## config.mk

```make
export PLATFORM = sky130hd
export DESIGN_NAME = stream_out
export DESIGN_NICKNAME = d
export VERILOG_FILES = /design/src/rtl/aes_stream_pkg.sv /design/src/rtl/stream_out_buf.sv /design/src/rtl/stream_out.sv
export SDC_FILE = /design/constraint.sdc
export NUM_CORES = 1
export LEC_CHECK = 0
export BUFFER_PORTS_ARGS = -buffer_cell sky130_fd_sc_hd__buf_4
export CAP_MARGIN = 15
export CELL_PAD_IN_SITES_DETAIL_PLACEMENT = 0
export CELL_PAD_IN_SITES_GLOBAL_PLACEMENT = 1
export CORE_MARGIN = 2
export CORE_UTILIZATION = 51
export CTS_CLUSTER_SIZE = 24
export DETAILED_ROUTE_END_ITERATION = 8
export PLACE_DENSITY = 0.82
export SLEW_MARGIN = 20
export SYNTH_ARGS = -nofsm -noshare
export SYNTH_HDL_FRONTEND = slang
export SYNTH_SLANG_ARGS = --single-unit
```

## constraint.sdc

```tcl
create_clock -name clk -period 11.05 [get_ports clk]
set_clock_uncertainty 0.05 [all_clocks]
set_input_delay 0.5525 -clock clk [delete_from_list [all_inputs] [get_ports clk]]
set_output_delay 0.5525 -clock clk [all_outputs]
set_load 0.05 [all_outputs]
```

## src/rtl/aes_stream_pkg.sv

```systemverilog
`default_nettype none
// ============================================================================
// Module   : aes_stream_pkg
// Brief    : Shared widths, block type tag and word-order helper for the AES
//            stream gatherer/serializer pair (word 0 = most-significant word).
// Revision : 1.0
// ============================================================================
package aes_stream_pkg;

    localparam int WORD_W        = 32;
    localparam int BLK_W         = 128;
    localparam int WORDS_PER_BLK = 4;

    typedef logic [1:0] blk_type_t;

    typedef struct packed {
        blk_type_t          typ;
        logic [BLK_W-1:0]   data;
    } stream_blk_t;

    // Word idx of a block, MSW first; the gatherer uses the same ordering.
    function automatic logic [WORD_W-1:0] blk_word(input logic [BLK_W-1:0] blk,
                                                   input logic [1:0]       idx);
        return blk[BLK_W-1 - WORD_W*int'(idx) -: WORD_W];
    endfunction

endpackage
`default_nettype wire

```

## src/rtl/stream_out_buf.sv

```systemverilog
`default_nettype none
// ============================================================================
// Module   : stream_out_buf
// Brief    : DEPTH x W synchronous block FIFO with registered full flag.
// Revision : 1.0
// ============================================================================
module stream_out_buf #(
    parameter int DEPTH = 2,
    parameter int W     = 130
) (
    input  logic                   clk,
    input  logic                   rst,
    input  logic                   push,
    input  logic                   pop,
    input  logic [W-1:0]           wdata,
    output logic [W-1:0]           rdata,
    output logic [$clog2(DEPTH):0] count,
    output logic                   full,
    output logic                   empty
);

    localparam int AW = $clog2(DEPTH);
    localparam int CW = AW + 1;

    logic [W-1:0]  r_mem [DEPTH];
    logic [AW-1:0] r_wptr;
    logic [AW-1:0] r_rptr;
    logic [CW-1:0] r_count;
    logic          r_full;
    logic [CW-1:0] w_count_nxt;
    logic          w_push;
    logic          w_pop;

    assign w_push = push & ~r_full;
    assign w_pop  = pop & (r_count != '0);

    always_comb begin
        w_count_nxt = r_count;
        case ({w_push, w_pop})
            2'b10:   w_count_nxt = r_count + CW'(1);
            2'b01:   w_count_nxt = r_count - CW'(1);
            default: w_count_nxt = r_count;
        endcase
    end

    always_ff @(posedge clk) begin
        if (w_push) begin
            r_mem[r_wptr] <= wdata;
        end
    end

    // Pointers wrap naturally because DEPTH is a power of two.
    always_ff @(posedge clk) begin
        if (rst) begin
            r_wptr  <= '0;
            r_rptr  <= '0;
            r_count <= '0;
            r_full  <= 1'b0;
        end else begin
            if (w_push) r_wptr <= r_wptr + AW'(1);
            if (w_pop)  r_rptr <= r_rptr + AW'(1);
            r_count <= w_count_nxt;
            r_full  <= (w_count_nxt == CW'(DEPTH));
        end
    end

    assign rdata = r_mem[r_rptr];
    assign count = r_count;
    assign full  = r_full;
    assign empty = (r_count == '0);

endmodule
`default_nettype wire

```

## src/rtl/stream_out.sv

```systemverilog
`default_nettype none
// ============================================================================
// Module   : stream_out
// Brief    : 128->32 block serializer, MSW first, with a small block buffer.
//            Define STREAM_OUT_BP_EN to add the dst_rdy backpressure port.
// Revision : 1.0
// ============================================================================
module stream_out
    import aes_stream_pkg::*;
#(
    parameter int DEPTH = 2
) (
    input  logic              clk,
    input  logic              rst,
    input  logic              vin,
    input  blk_type_t         tin,
    input  logic [BLK_W-1:0]  din,
    output logic              rdy_in,
    output logic              ovf,
    output logic              vout,
    output blk_type_t         tout,
    output logic [WORD_W-1:0] dout,
    output logic              sof,
    output logic              eof
`ifdef STREAM_OUT_BP_EN
    ,
    input  logic              dst_rdy
`endif
);

    localparam int CW = $clog2(DEPTH) + 1;

    typedef enum logic [0:0] {
        ST_IDLE = 1'b0,
        ST_SEND = 1'b1
    } state_t;

    state_t        r_state;
    state_t        w_state_nxt;
    logic [1:0]    r_wcnt;
    logic          r_ovf;
    logic          w_dst_rdy;
    logic          w_push;
    logic          w_pop;
    logic          w_xfer;
    logic          w_full;
    logic          w_empty;
    logic [CW-1:0] w_count;
    stream_blk_t   w_wdata;
    stream_blk_t   w_head;

`ifdef STREAM_OUT_BP_EN
    assign w_dst_rdy = dst_rdy;
`else
    assign w_dst_rdy = 1'b1;
`endif

    assign rdy_in  = ~w_full;
    assign ovf     = r_ovf;
    assign w_push  = vin & ~w_full;
    assign w_xfer  = vout & w_dst_rdy;
    assign w_pop   = w_xfer & (r_wcnt == 2'd3);
    assign w_wdata = '{typ: tin, data: din};

    stream_out_buf #(
        .DEPTH (DEPTH),
        .W     ($bits(stream_blk_t))
    ) u_buf (
        .clk   (clk),
        .rst   (rst),
        .push  (w_push),
        .pop   (w_pop),
        .wdata (w_wdata),
        .rdata (w_head),
        .count (w_count),
        .full  (w_full),
        .empty (w_empty)
    );

    always_ff @(posedge clk) begin
        if (rst) begin
            r_state <= ST_IDLE;
            r_wcnt  <= 2'd0;
            r_ovf   <= 1'b0;
        end else begin
            r_state <= w_state_nxt;
            if (w_xfer)         r_wcnt <= r_wcnt + 2'd1;
            if (vin && w_full)  r_ovf  <= 1'b1;
        end
    end

    always_comb begin
        w_state_nxt = r_state;
        vout        = 1'b0;
        dout        = '0;
        tout        = '0;
        sof         = 1'b0;
        eof         = 1'b0;
        case (r_state)
            ST_IDLE: begin
                if (w_push || !w_empty) w_state_nxt = ST_SEND;
            end
            ST_SEND: begin
                vout = 1'b1;
                dout = blk_word(w_head.data, r_wcnt);
                tout = w_head.typ;
                sof  = (r_wcnt == 2'd0);
                eof  = (r_wcnt == 2'd3);
                // Last block leaving with nothing arriving behind it.
                if (w_pop && (w_count == CW'(1)) && !w_push) w_state_nxt = ST_IDLE;
            end
            default: w_state_nxt = ST_IDLE;
        endcase
    end

endmodule
`default_nettype wire

```

Word level (Yosys, flattened, before mapping). Memories as Yosys holds them, arrays and structs flattened. A register that Yosys moved wholly into a read port is not among the register bits. Index checks and enable logic that the tools add are counted.

Register bits: 9. Bits in writable memories: 260. Input bits: 133. Output and inout bits: 39. Logic and storage cells: 48. Memories kept: 1.

Add/sub/neg operators: 6. Eq/ne operators: 5. Shift-type cells: 1. Mux-type cells: 13. Bitwise gates (word level): 6. Reduce and logical (&&, ||, !) cells: 9.

Memory list: u_buf.r_mem (depth 2, bits a word 130, read ports 1, clocked after memory_dff 1, write ports 1, line stream_out_buf.sv:25) `logic [W-1:0] r_mem [DEPTH];`.

Operator list (number): $shiftx 159x8->32 (1); $mux 32 (1); $mux 1 (9); $sub 7x7->8 const A (1); $eq 2x2->1 const B (3); $add 2x1->2 const B (2); $and 1x1->1 (4); $eq 2x1->1 const B (2); $logic_not 2->1 (2); $pmux 2 s2 (1); $logic_and 1x1->1 (3); $add 1x1->1 const B (2); $logic_not 1->1 (2); $mux 2 (1); $not 1->1 (2); $pmux 1 s2 (1); $reduce_bool 2->1 (1); $sub 2x1->2 const B (1); $logic_or 1x1->1 (1).

Depth between registers and ports, before layout.
Word-level depth: 6. Mapped depth: 8. Mapped depth without buffers: 8.

Cells and area by module. From an unflattened synthesis, not the netlist that was laid out.

Cells, all modules: 570. Area total of the unflattened synthesis: 10894.2 µm².

Modules (own cells, without submodules): stream_out_buf (times used 1, cells each 433, area each 9678.0 µm², seq. area each 7927.6 µm²); stream_out (times used 1, cells each 137, area each 1216.2 µm², seq. area each 80.1 µm²).

Worst setup path before layout. OpenSTA, ideal clock, no wires.

Path type: register to register. Start point: register u_buf.r_full (netlist: u_buf.full). End point: memory u_buf.r_mem[0][0] (enable). Setup time: 0.621 ns. Arrival: 6.224 ns. Required time: 10.379 ns. Path slack: 4.155 ns. Cell stages (with the launch flop): 4. Path buffers: 0. Clock period less this slack: 6.895 ns. Cells stage by stage: dfxtp_1 -> inv_1 -> nand2_1 -> nor2_1.

Word-level cells in the longest chain between the ends: 5.

Ends and longest elaborated chain: start, declared (line stream_out_buf.sv:29) `logic r_full;`; start signal, assigned (line stream_out_buf.sv:63) `r_full <= (w_count_nxt == CW'(DEPTH));`; $not 1->1 *; via rdy_in (line stream_out.sv:18) `output logic rdy_in,`; $and 1x1->1 (line stream_out.sv:60) `assign w_push = vin & ~w_full;`; $and 1x1->1 * (line stream_out_buf.sv:34) `assign w_push = push & ~r_full;`; $mux 1 * (line stream_out_buf.sv:47) `if (w_push) begin`; $mux 1 (not written as such) * (line stream_out_buf.sv:48) `r_mem[r_wptr] <= wdata;`; end, declared (line stream_out_buf.sv:25).

Mark *: on every way through the listed nets, which the timed path passes. The rest lies on a longest branch.

==> flow_results.xml <==
<?xml version="1.0" encoding="UTF-8"?>
<metrics>
  <group name="worst_setup_path">
    <metric name="path_cells" unit="">buf_4, mux4_2, o22ai_1, nor3_1, buf_4</metric>
    <metric name="sum_of_buffers_and_inverters_on_the_critical_path" unit="">2</metric>
    <metric name="critical_path.endpoint_type" unit="">output pin</metric>
    <metric name="cp_top_family" unit="">buffers and inverters</metric>
    <metric name="required" unit="ns">10.45</metric>
    <metric name="category_of_the_worst_setup_path_launch_point" unit="">flop</metric>
    <metric name="critical_path_peak_fanout" unit="">71</metric>
    <metric name="worst_path_max_delay_cell" unit="">dfxtp_4</metric>
    <metric name="crit_arrival" unit="ns">3.42</metric>
    <metric name="worst_path_most_repeated_cell" unit="">buf_4</metric>
    <metric name="worst_path_largest_cell_delay" unit="ns">0.91</metric>
    <metric name="class_of_the_most_critical_setup_path" unit="">flop to output pin</metric>
  </group>
  <group name="clock_network">
    <metric name="cts_root_buf" unit="">clkbuf_16</metric>
    <metric name="cts_resized" unit="">0</metric>
    <metric name="clock_tree_from_tritoncts" unit="">yes</metric>
    <metric name="clockBufferDepth" unit="">3</metric>
    <metric name="clkSinkCount" unit="">270</metric>
    <metric name="clock_insertion_delay_worst_skew" unit="ns">0.52</metric>
    <metric name="buffers_inserted_during_post_cts_setup_optimization" unit="">0</metric>
    <metric name="post_cts_hold_buffer_count" unit="">0</metric>
    <metric name="tritoncts.num_buffers" unit="">27</metric>
    <metric name="clkTransAtPathRegs" unit="ns">0.06</metric>
    <metric name="clock_tree.htree_level_count" unit="">1</metric>
  </group>
  <group name="power">
    <metric name="max-vdd-ir-drop" unit="V">0.000149</metric>
    <metric name="power-per-cell-area" unit="nW/um2">182</metric>
    <metric name="p_leak" unit="nW">4.43</metric>
  </group>
  <group name="timing">
    <metric name="whs" unit="ns">0.165</metric>
    <metric name="rsz_0062_raised_after_global_routing" unit="">no</metric>
    <metric name="finalSetupTns" unit="ns">0</metric>
    <metric name="timing.final.hold_violations" unit="">0</metric>
    <metric name="finalMaxSlewViolations" unit="">0</metric>
    <metric name="fin_crit" unit="ns">4.03</metric>
    <metric name="final_min_period_over_clock_period" unit="%">36.4</metric>
    <metric name="worstMarginPinSlew" unit="ns">0.987</metric>
    <metric name="finalSetupViolations" unit="">0</metric>
    <metric name="worst_slew_margin_rel" unit="%">34.2</metric>
    <metric name="timing.fmax" unit="MHz">248</metric>
  </group>
  <group name="logic_synthesis">
    <metric name="synth-seq-cells" unit="">270</metric>
    <metric name="post_synth_inst_count" unit="">542</metric>
    <metric name="syn-cell-area" unit="um2">10400</metric>
    <metric name="simple_gate_fraction_of_synth_area" unit="%">4.44</metric>
    <metric name="synth_sequential_area_ratio" unit="%">77.0</metric>
    <metric name="synthesized_area_fraction_occupied_by_ao_oa_aoi_and_oai_cells" unit="%">4.51</metric>
    <metric name="synth-adder-area-share" unit="%">0.722</metric>
    <metric name="ys_types" unit="">28</metric>
    <metric name="muxShareOfSynthArea" unit="%">10.9</metric>
    <metric name="yosys_warnings" unit="">0</metric>
    <metric name="synth_top_family_by_area" unit="">multiplexers</metric>
    <metric name="yosys.area_share.xor_xnor" unit="%">0.253</metric>
    <metric name="syn_avg_cell_area" unit="um2">19.2</metric>
    <metric name="synth.net_count" unit="">681</metric>
  </group>
  <group name="die">
    <metric name="effective_utilization_at_floorplan" unit="%">51.7</metric>
    <metric name="dieWidth" unit="um">147</metric>
    <metric name="pin_count" unit="">172</metric>
    <metric name="placeableCoreArea" unit="um2">20100</metric>
    <metric name="dieArea" unit="um2">21600</metric>
    <metric name="die_h" unit="um">147</metric>
    <metric name="rows" unit="">52</metric>
  </group>
  <group name="layout">
    <metric name="fraction_of_final_layout_cells_with_drive_strength_greater_than_1" unit="%">38.6</metric>
    <metric name="mostFrequentLayoutCell" unit="">edfxtp_1</metric>
    <metric name="diodes" unit="">0</metric>
    <metric name="most-common-layout-cells" unit="">edfxtp_1, buf_4, mux2_2, nor3_1</metric>
    <metric name="area_delta_synth_final" unit="%">21.9</metric>
    <metric name="final_core_util" unit="%">63.1</metric>
    <metric name="finish.cell_count_without_fillers" unit="">1004</metric>
    <metric name="layout.nets" unit="">854</metric>
  </group>
  <group name="global_route">
    <metric name="grt.total_usage" unit="%">19.2</metric>
    <metric name="grt_start_max_net_pins" unit="">73</metric>
    <metric name="first_pass_grt_wire_length" unit="um">31900</metric>
    <metric name="grt_pass1_vias" unit="">5888</metric>
    <metric name="antenna_found_initial" unit="">0</metric>
    <metric name="overflow" unit="">0</metric>
  </group>
  <group name="placed_design">
    <metric name="place.port_buffers" unit="">171</metric>
    <metric name="dp.final_hpwl" unit="um">12800</metric>
    <metric name="gpl_wtd_cong" unit="">0.765</metric>
    <metric name="placed_cell_count" unit="">956</metric>
  </group>
  <group name="drt">
    <metric name="route.detailed.wl_per_inst" unit="um">20.7</metric>
    <metric name="drt_drc" unit="">0</metric>
    <metric name="routed-via-count" unit="">5527</metric>
    <metric name="routed_wirelength" unit="um">20800</metric>
    <metric name="viasPerCell" unit="">5.50</metric>
    <metric name="drt_first_iter_violations" unit="">273</metric>
    <metric name="route.antenna.remaining_nets" unit="">0</metric>
    <metric name="drtPass1Iterations" unit="">4</metric>
  </group>
  <group name="status">
    <metric name="status" unit="">finished, final reports clean</metric>
  </group>
  <group name="min_path">
    <metric name="worstHoldPathType" unit="">input port to flop</metric>
  </group>
  <group name="run">
    <metric name="max_cap_violations" unit="">0</metric>
  </group>
</metrics>
[registers in the layout (all words and copies together) (netlist names), named ones only]
name	cells
ovf	1
r_state	1
r_wcnt	2
u_buf.count	2
u_buf.full	1
u_buf.r_mem	260
u_buf.r_rptr	1
u_buf.r_wptr	1
[cells in the mapped netlist]
library cell	instances	area [um2]
edfxtp_1	260	7810
mux2_2	33	372
nor3_1	33	165
a211oi_1	32	240
mux4_2	32	721
nor2b_1	32	200
o22ai_1	32	200
clkbuf_1	13	48.8
nor2_1	11	41.3
dfxtp_1	10	200
buf_2	9	45.0
inv_1	7	26.3
buf_6	6	67.6
ha_1	6	75.1
buf_4	5	37.5
and2_1	4	25.0
mux2i_1	4	40.0
a21oi_1	2	10.0
xnor2_1	2	17.5
a22o_1	1	8.76
clkinv_1	1	3.75
nand2_1	1	3.75
nand2b_1	1	6.26
nand3b_1	1	7.51
nor4_1	1	6.26
o21ba_2	1	10.0
or2_1	1	6.26
xor2_1	1	8.76
[routing by layer]
metal | vias up | part of all wire [%] | track usage (%)
li1 | 2533 | - | -
met3 | 23 | 7.1 | 4.84
met2 | 191 | 49 | 31.5
met4 | 0 | 1.5 | 4.37
met1 | 2780 | 42 | 26.2
met5 | - | 0 | 0
[cell type report]
class	count	area [um2]
Clock inverter	16	97.6
Sequential cell	270	8020
Tap cell	270	338
Multi-Input combinational cell	231	2180
Fill cell	1392	7420
Timing Repair Buffer	177	1330
Inverter	8	30.0
Clock buffer	32	694
[final timing paths]
path | startpoint | end | slack (ns) | cells after the start
worst max-delay path | flop | dout[15] | 7.02 | 5
worst min-delay path | din[18] | u_buf.r_mem[0][18] | 0.17 | 1
worst max register to register | u_buf.full | u_buf.r_mem[1][36] | 8.27 | 5
worst min register to register | ovf | ovf | 0.42 | 2
[cell families after synthesis]
group	count (synthesis)
multiplexers	69
flip-flops	270
adder cells (fa/ha/maj)	6
AO/OA/AOI/OAI	68
buffers and inverters	41
XOR/XNOR	3
AND/OR/NAND/NOR	85
[through the flow]
| stage | total power, mW | setup slack (ns) | cell area, um2 |
|---|---|---|---|
| global placement | 1.50 | 7.54 | 11900 |
| global route | 2.39 | 6.75 | 12700 |
| CTS | 2.33 | 6.93 | 12700 |
| floorplan | 1.41 | 4.15 | 10400 |
| detailed placement | 1.51 | 7.50 | 11900 |
| finish | 2.30 | 7.02 | 12700 |
[report_power, final]
group / switching (mW) / internal [mW]
registers: 0.0235 / 1.20
logic: 0.162 / 0.102
clock network: 0.353 / 0.468
total: 0.538 / 1.77
No activity file was read; power rests on OpenSTA's default activity.
